$ cat src/rtl/sram_port_ctrl.sv
// sram_port_ctrl: valid/ready front end for a single-port OpenRAM macro, with a clear sweep
// that writes INIT_VALUE to every entry after reset or on demand.
module sram_port_ctrl #(
  parameter int DATA_WIDTH = 23,
  parameter int ADDR_WIDTH = 4,
  parameter logic [DATA_WIDTH-1:0] INIT_VALUE = '0
) (
  input  logic                  clk,
  input  logic                  rst_n,
  input  logic                  req_valid,
  output logic                  req_ready,
  input  logic                  req_we,
  input  logic [ADDR_WIDTH-1:0] req_addr,
  input  logic [DATA_WIDTH-1:0] req_wdata,
  output logic                  rsp_valid,
  input  logic                  rsp_ready,
  output logic [DATA_WIDTH-1:0] rsp_rdata,
  input  logic                  clear,
  output logic                  init_done,
  output logic                  csb0,
  output logic                  web0,
  output logic [ADDR_WIDTH-1:0] addr0,
  output logic [DATA_WIDTH-1:0] din0,
  input  logic [DATA_WIDTH-1:0] dout0
);
  typedef enum logic [1:0] {RST_WAIT, INIT, RUN} state_t;
  state_t state, state_nxt;
  logic [ADDR_WIDTH-1:0] cnt;
  logic run, slot, accept;
  assign run = state == RUN;
  // a new access is only safe once the pending response leaves this cycle
  assign slot = !rsp_valid || rsp_ready;
  assign req_ready = run && !clear && slot;
  assign accept = req_valid && req_ready;
  assign init_done = run;
  assign rsp_rdata = dout0;
  always_comb begin
    state_nxt = state;
    csb0 = 1'b1;
    web0 = 1'b1;
    addr0 = '0;
    din0 = '0;
    case (state)
      RST_WAIT: state_nxt = INIT;
      INIT: begin
        csb0 = 1'b0;
        web0 = 1'b0;
        addr0 = cnt;
        din0 = INIT_VALUE;
        state_nxt = &cnt ? RUN : INIT;
      end
      RUN: begin
        state_nxt = clear && slot ? INIT : RUN;
        csb0 = !accept;
        web0 = accept ? !req_we : 1'b1;
        addr0 = accept ? req_addr : '0;
        din0 = accept ? req_wdata : '0;
      end
      default: state_nxt = RST_WAIT;
    endcase
  end
  always_ff @(posedge clk or negedge rst_n) begin
    if (!rst_n) begin
      state <= RST_WAIT;
      cnt <= '0;
      rsp_valid <= 1'b0;
    end else begin
      state <= state_nxt;
      cnt <= state == INIT && !(&cnt) ? cnt + 1'b1 : '0;
      rsp_valid <= (accept && !req_we) || (rsp_valid && !rsp_ready);
    end
  end
endmodule

$ cat config.mk
export PLATFORM = sky130hd
export DESIGN_NAME = sram_port_ctrl
export DESIGN_NICKNAME = d
export VERILOG_FILES = /design/src/rtl/sram_port_ctrl.sv
export SDC_FILE = /design/constraint.sdc
export NUM_CORES = 1
export LEC_CHECK = 0
export ABC_AREA = 1
export BUFFER_PORTS_ARGS = -buffer_cell sky130_fd_sc_hd__buf_2
export CAP_MARGIN = 20
export CORE_MARGIN = 2
export CORE_UTILIZATION = 30
export CTS_BUF_LIST = sky130_fd_sc_hd__clkbuf_8
export CTS_CLUSTER_DIAMETER = 80
export DETAILED_ROUTE_END_ITERATION = 10
export PLACE_DENSITY = 0.79
export RECOVER_POWER = 50
export SLEW_MARGIN = 20
export SYNTH_ARGS = -nofsm -noshare
export SYNTH_HDL_FRONTEND = slang
export SYNTH_SLANG_ARGS = --single-unit
export TNS_END_PERCENT = 1
$ cat constraint.sdc
create_clock -name clk -period 1.7 [get_ports clk]
set_input_delay 0.51 -clock clk [delete_from_list [all_inputs] [get_ports clk]]
set_output_delay 0.51 -clock clk [all_outputs]
set_load 0.05 [all_outputs]
# After elaboration in Yosys (flattened, before gate mapping)
# Cells that the tools add are included.
dict set report op_classes {
  muxes 11
  reduce_logical 17
  n_eq_ne 2
  addsub 1
}
# operator n
set ops {}
lappend ops {{2-to-1 mux 23 bit} 2}
lappend ops {{2-to-1 mux 4 bit} 2}
lappend ops {{one-hot mux 4 bit (2 select lines)} 1}
lappend ops {{logical AND 1 bit} 7}
lappend ops {{zero test 1 bit} 6}
lappend ops {{one-hot mux 2 bit (3 select lines)} 1}
lappend ops {{adder 4 x 1 -> 4 bit (second input constant)} 1}
lappend ops {{2-to-1 mux 2 bit} 2}
lappend ops {{one-hot mux 1 bit (2 select lines)} 2}
lappend ops {{AND reduction 4 bit} 1}
lappend ops {{equality test 2 x 1 -> 1 bit (second input constant)} 1}
lappend ops {{equality test 2 bit (second input constant)} 1}
lappend ops {{zero test 2 bit} 1}
lappend ops {{logical OR 1 bit} 2}
lappend ops {{2-to-1 mux 1 bit} 1}
dict set report word_totals {
  input_bits 56
  word_cells 34
  out_inout_bits 55
  ff_bits 7
}

# Depth between registers and ports, before layout
# Gate-level depths: netlist of the first run.
dict set report logic_depth {
  ltp_word 6
  mapped_depth 7
  ltp_nobuf 7
}

# Worst setup path before layout of the first run
# Ideal clock, no wire load.
dict set report synth_timing {
  kind {register to output}
  from {reg state[0]}
  to {out web0}
  arrival_ns 2.203
  t_required_ns 1.190
  stages_incl_launch_ff 5
  n_path_buf 0
  path_slack_ns -1.013
  cell_sequence {dfrtp_1 -> inv_1 -> ha_1 -> inv_2 -> o21ai_0}
}
dict set report synth_between {
  elab_chain_cells 6
  word_cells_on_any_way 7
  classes_between {eq/ne (2); mux (2); reduce/logical (3)}
}
# item line_no
set synth_rtl {}
lappend synth_rtl {{from (decl)} 27} ;# state_t state, state_nxt;
lappend synth_rtl {{from (signal assigned)} 68} ;# state <= state_nxt;
lappend synth_rtl {{equality test 2 bit (*)} 30} ;# assign run = state == RUN;
lappend synth_rtl {{via init_done} 19} ;# output logic init_done,
lappend synth_rtl {{logical AND 1 bit (2 in a row)} 33} ;# assign req_ready = run && !clear && slot;
lappend synth_rtl {{logical AND 1 bit} 34} ;# assign accept = req_valid && req_ready;
lappend synth_rtl {{2-to-1 mux 1 bit} 55} ;# web0 = accept ? !req_we : 1'b1;
lappend synth_rtl {{one-hot mux 1 bit (2 select lines) (*)} 43} ;# case (state)
lappend synth_rtl {{to (decl)} 21} ;# output logic web0,
# Mark *: on every way through the listed nets, which the timed path passes. The rest lies on a longest branch.

# Worst setup path after layout of the first run
dict set report layout_timing {
  from {reg state[0]}
  to {out din0[22]}
}
dict set report layout_between {
  elab_chain_cells 6
}
# item line_no
set layout_rtl {}
lappend layout_rtl {{equality test 2 bit (*)} {30, 43}}
lappend layout_rtl {{logical AND 1 bit (2 in a row)} 33}
lappend layout_rtl {{logical AND 1 bit} 34}
lappend layout_rtl {{2-to-1 mux 23 bit} 57} ;# din0 = accept ? req_wdata : '0;
lappend layout_rtl {{2-to-1 mux 23 bit (*)} 43}
lappend layout_rtl {{to (decl)} 23} ;# output logic [DATA_WIDTH-1:0] din0,
# Every way passes the cells marked *; elsewhere a longest branch is shown, timed or not.

==> impl_metrics.yaml, run 1 <==
finish:
  fillCellCount: 240
  final_common_cell: "inv_1"
  drive_gt1_share_pct: 60.2
  diodes: 0
  final_area_sq_um: 1570
  area_delta_synth_final_pct: 75.2
  fin_nets: 248
  layout_common_cells: "inv_1 (33), buf_2 (32), buf_6 (30)"
timing:
  fmax_mhz: 486
  relSlewSlack_pct: 77.4
  hold_violations: 0
  setup_viol: 30
  finalCriticalPeriod_ns: 2.06
  setup_ws_ns: -0.359
  drv_slew: 0
  tightest_slew_ns: 0.338
  finalSetupTns_ns: -9.82
  min_period_over_period_pct: 121
  rsz0062_at_grt: "yes"
  fin_skew_ns: 0.000457
grt:
  grt_pass1_vias: 823
  grt_max_degree: 24
  gr-usage-all-layers_pct: 12.9
  grt_pass1_wl_microns: 3480
  antenna_found_initial: 0
  overflow: 0
yosys:
  yosysSeqAreaShare_pct: 19.6
  syn_inst: 131
  synth_cell_types: 19
  postSynthAreaPerCell_sq_um: 6.83
  syn_area_sq_um: 895
  yosys_warnings: 0
  yosys.area.top_type: "dfrtp_1"
  synth.area.top_cells: "dfrtp_1 (20%), buf_4 (19%), nor2_2 (14%)"
  netlist.area_leader.share_pct: 19.6
  synth_seq_cells: 7
  synthesis.nets: 192
clock_tree:
  cts_max_level: 1
  hold_buffers: 0
  clock_latency_ns: 0.22
  cts_setup_buffers: 0
  cts_tree: "built"
  root_buffer: "clkbuf_8"
  clock_sinks: 7
  clk_path_buf_depth: 2
  path_clk_slew_ns: 0.04
  cts_made_buffers: 3
floorplan:
  die_h_microns: 58.6
  initial_core_util_pct: 31.9
  die_area_sq_um: 3430
  die_w_microns: 58.6
  ios: 111
  rows: 19
  core_region_area_sq_um: 2810
drt:
  drt-vias-per-instance: 4.12
  antenna_left: 0
  drc_errors: 10
  top_layer: "met3"
  wl_per_cell_microns: 10.4
  met2WireLength_microns: 1170
  drt-pass1-iter-count: 8
  drtIter0Drc: 31
  wl_met1_microns: 816
  via_count: 895
  drt_wl_total_microns: 2250
  met3_length_microns: 264
worst_setup_path:
  r2r.worst_path.cells: 7
  critPathMaxFanout: 23
  cp-end-kind: "output pin"
  arrival_ns: 1.55
  path_class: "reg -> out"
  crit_required_ns: 1.19
  startpoint_type: "register"
pwr:
  leakage_uw: 0.000838
  power_uw: 1550
  powerDensity_nw_per_um2: 991
  irDropWorstVdd_mv: 0.897
placement:
  post-dp-hpwl_microns: 1780
  dp_slack_ns: -0.274
  routabilityCongestion: 0.773
  placed_area_sq_um: 1330
  portBuffers: 64
min_path:
  hp-class: "in -> async"
job:
  max_cap_violations: 0
run_status:
  violations: "DRC, setup timing"
  status: "complete, but fails checks"
## cells in the mapped netlist
master and number:
and2_1 1, buf_6 2, nand4_1 4, xor2_1 1, inv_1 33, clkbuf_1 1
o21ai_0 4, nand3_4 1, inv_2 1, dfrtp_1 7, nor2_2 20, nand3_1 4
nand2_1 10, buf_4 23, nand3b_1 1, a21oi_1 5, ha_1 5, nor2_1 7
nor2_4 1
## worst paths after layout
| check | endpoint | startpoint | slack (ns) |
|---|---|---|---|
| worst min-delay path | cnt[0] | rst_n | 0.16 |
| min in group clk | cnt[0] | cnt[0] | 0.49 |
| worst max register to register | state[0] | state[0] | 0.39 |
| max in group asynchronous | rsp_valid | rst_n | 1.29 |
| worst max-delay path | din0[22] | state[0] | -0.36 |
| worst min register to register | cnt[0] | cnt[0] | 0.49 |
## area by class of cell
cell class	count	area (sq um)	area share, %
Inverter	34	128	8.14
Timing Repair Buffer	77	619	39.5
Sequential cell	7	175	11.2
Clock buffer	3	41.3	2.63
Tap cell	31	38.8	2.47
Clock inverter	1	3.75	0.239
Multi-Input combinational cell	64	562	35.8
## layer usage
| layer | global-route usage (%) | up-vias |
|---|---|---|
| met4 | 3.90 | 0 |
| met2 | 23.6 | 45 |
| met1 | 14.4 | 382 |
| li1 | - | 468 |
| met3 | 3.74 | 0 |
| met5 | 0 | - |
## per-stage QoR
step	instances	hold WS (ns)	utilization (%)
detailed placement	213	0.343	47.5
global placement	213	0.341	47.5
global route	217	0.191	55.9
floorplan	131	0.214	-
finish	217	0.162	55.9
CTS	217	0.107	55.9
## critical path, stage by stage, from the launching register on
cell and delay, ns:
dfrtp_1 0.37, inv_2 0.08, ha_4 0.13, inv_2 0.04, nor2_4 0.10, nand3_4 0.09
buf_12 0.20, nor2_2 0.12, buf_6 0.17
## sequential cells by signal (all words and copies together) (netlist names)
signal,cells
cnt,4
rsp_valid,1
state,2
## cells by family after synthesis
group           after synthesis  synth area share, %
buf+inv                      60                 36.5
simple gates                 49                 30.9
compound gates                9                 5.03
flops                         7                 19.6
fa+ha+maj                     5                 6.99
xor+xnor                      1                0.979
## where the power goes
group          internal, uW  total (uW)  switching (uW)
Clock                   155         218            62.7
Sequential              227         283            55.8
Combinational           419        1050             634
## repair_timing
item                       in CTS  in global routing
gates resized for setup        62                  1
setup endpoints to repair      31                 30
cloned                          0                  0
pin swaps                       0                  0
(Power assumes the default switching activity.)
==> run 2, diff against run 1 <==
- REMOVE_ABC_BUFFERS: default -> 1
- SKIP_CTS_REPAIR_TIMING: default -> 1
==> run 2 against run 1 <==
  * The run still ends with DRC, setup timing left
  * Wire length grew 32%
  * Sequential power about the same
  * First-iteration DRC count increased by 74%
  * Hold slack better by 0.012 ns
  * Combinational power down 8%
  * Critical path type unchanged
  * Largest cell class unchanged
  * Largest power group unchanged
  * Highest routed layer is now met4
==> impl_metrics.yaml, run 2 (synthesis gave the netlist of run 1 again) <==
finish:
  area_delta_synth_final_pct: 61.1
  diodes: 0
  largest_register_ff_count: 4
  fin_nets: 247
  largest_registers: "cnt (4), state (2), rsp_valid (1)"
  largest-register: "cnt"
  final_common_cell: "buf_2"
  layout_common_cells: "buf_2 (32), inv_1 (31), buf_6 (31)"
  drive_gt1_share_pct: 61.1
  final_util_pct: 51.4
clock_tree:
  cts_max_level: 1
  clock_latency_ns: 0.23
  cts_made_buffers: 3
  cts_tree: "built"
  clk_path_buf_depth: 2
  clock_sinks: 7
  path_clk_slew_ns: 0.04
  root_buffer: "clkbuf_8"
pwr:
  irDropWorstVdd_mv: 0.941
  leakage_uw: 0.000822
  powerDensity_nw_per_um2: 1030
grt:
  grt_max_degree: 25
  grt_pass1_vias: 803
  overflow: 0
  grt_pass1_wl_microns: 3650
  antenna_found_initial: 0
  gr-usage-all-layers_pct: 14.6
floorplan:
  die_h_microns: 58.6
  die_w_microns: 58.6
  rows: 19
  die_area_sq_um: 3430
  initial_core_util_pct: 31.9
  ios: 111
  core_region_area_sq_um: 2810
worst_setup_path:
  arrival_ns: 1.59
  crit_required_ns: 1.19
  critPathMaxFanout: 24
  path_class: "reg -> out"
  r2r_setup_slack_ns: 0.25
  startpoint_type: "register"
  cp-end-kind: "output pin"
run_status:
  status: "complete, but fails checks"
  violations: "DRC, setup timing"
timing:
  fin_skew_ns: 0.00138
  hold_slack_ns: 0.174
  relSlewSlack_pct: 74.0
  finalSetupTns_ns: -10.64
  hold_violations: 0
  fmax_mhz: 477
  rsz0062_at_grt: "yes"
  finalCriticalPeriod_ns: 2.10
  setup_ws_ns: -0.398
  min_period_over_period_pct: 123
  setup_viol: 30
  drv_slew: 0
  tightest_slew_ns: 0.390
drt:
  drt-pass1-iter-count: 7
  antenna_left: 0
  drt_wl_total_microns: 2970
  via_count: 957
  drt-vias-per-instance: 4.43
  drtIter0Drc: 54
  wl_per_cell_microns: 13.8
  drc_errors: 9
placement:
  post-dp-hpwl_microns: 2210
  portBuffers: 64
  routabilityCongestion: 0.772
job:
  max_cap_violations: 0
min_path:
  hp-class: "in -> async"
-- run 2: cell count changes in the layout (fill, tap and decap cells not counted), moves of 2 or more --
cell     previous run  this run
buf_4              13        11
nor2_2              3        22
nor2_4             21         2
a21oi_2             0         3
a21oi_4             4         0
inv_1              33        31
-- run 2: critical path: stages (launching register included) --
cell and delay, ns:
dfrtp_1 0.42, ha_4 0.18, inv_4 0.04, nor2_4 0.13, nand3_4 0.10, buf_12 0.18
nor2_2 0.12, buf_6 0.17
-- run 2: metrics by stage --
stage	std cells	total power, uW	area (sq um)	worst slack (ns)
3_3_place_gp	211	1070	1150	-0.239
2_1_floorplan	105	822	696	-1.09
4_1_cts	215	1330	1190	-0.502
6_report	216	1480	1440	-0.398
5_1_grt	216	1590	1440	-0.474
3_5_place_dp	211	1090	1150	-0.253
-- run 2: layout make-up --
class,instances,area [sq um]
clock inverter,1,3.75
timing repair buffer,76,616
multi-input combinational,64,437
inverter,34,130
sequential,7,175
clock buffer,3,41.3
tap,31,38.8
fill,237,1360
-- run 2: path summary, 6_finish.rpt --
kind | start | to | cells after the start
setup / recovery | state[1] | din0[14] | 7
setup reg to reg | state[0] | state[0] | 8
hold / removal | rst_n | cnt[0] | 1
hold reg to reg | cnt[0] | cnt[0] | 1
min in group clk | cnt[0] | cnt[0] | 1
max in group asynchronous | rst_n | cnt[3] | 1
-- run 2: metal layers --
metal,track usage [%],vias up,part of all wire [%],routed length (microns)
met5,6.35,-,0,0
met2,18.8,72,43,1260
li1,-,465,-,-
met1,17.9,418,40,1180
met4,4.87,0,1.1,33
met3,11.0,2,16,490
-- run 2: where the power goes --
part / total, uW / internal [uW] / switching [uW]
sequential: 282 / 227 / 55.4
combinational: 968 / 377 / 591
clock: 231 / 156 / 75.2
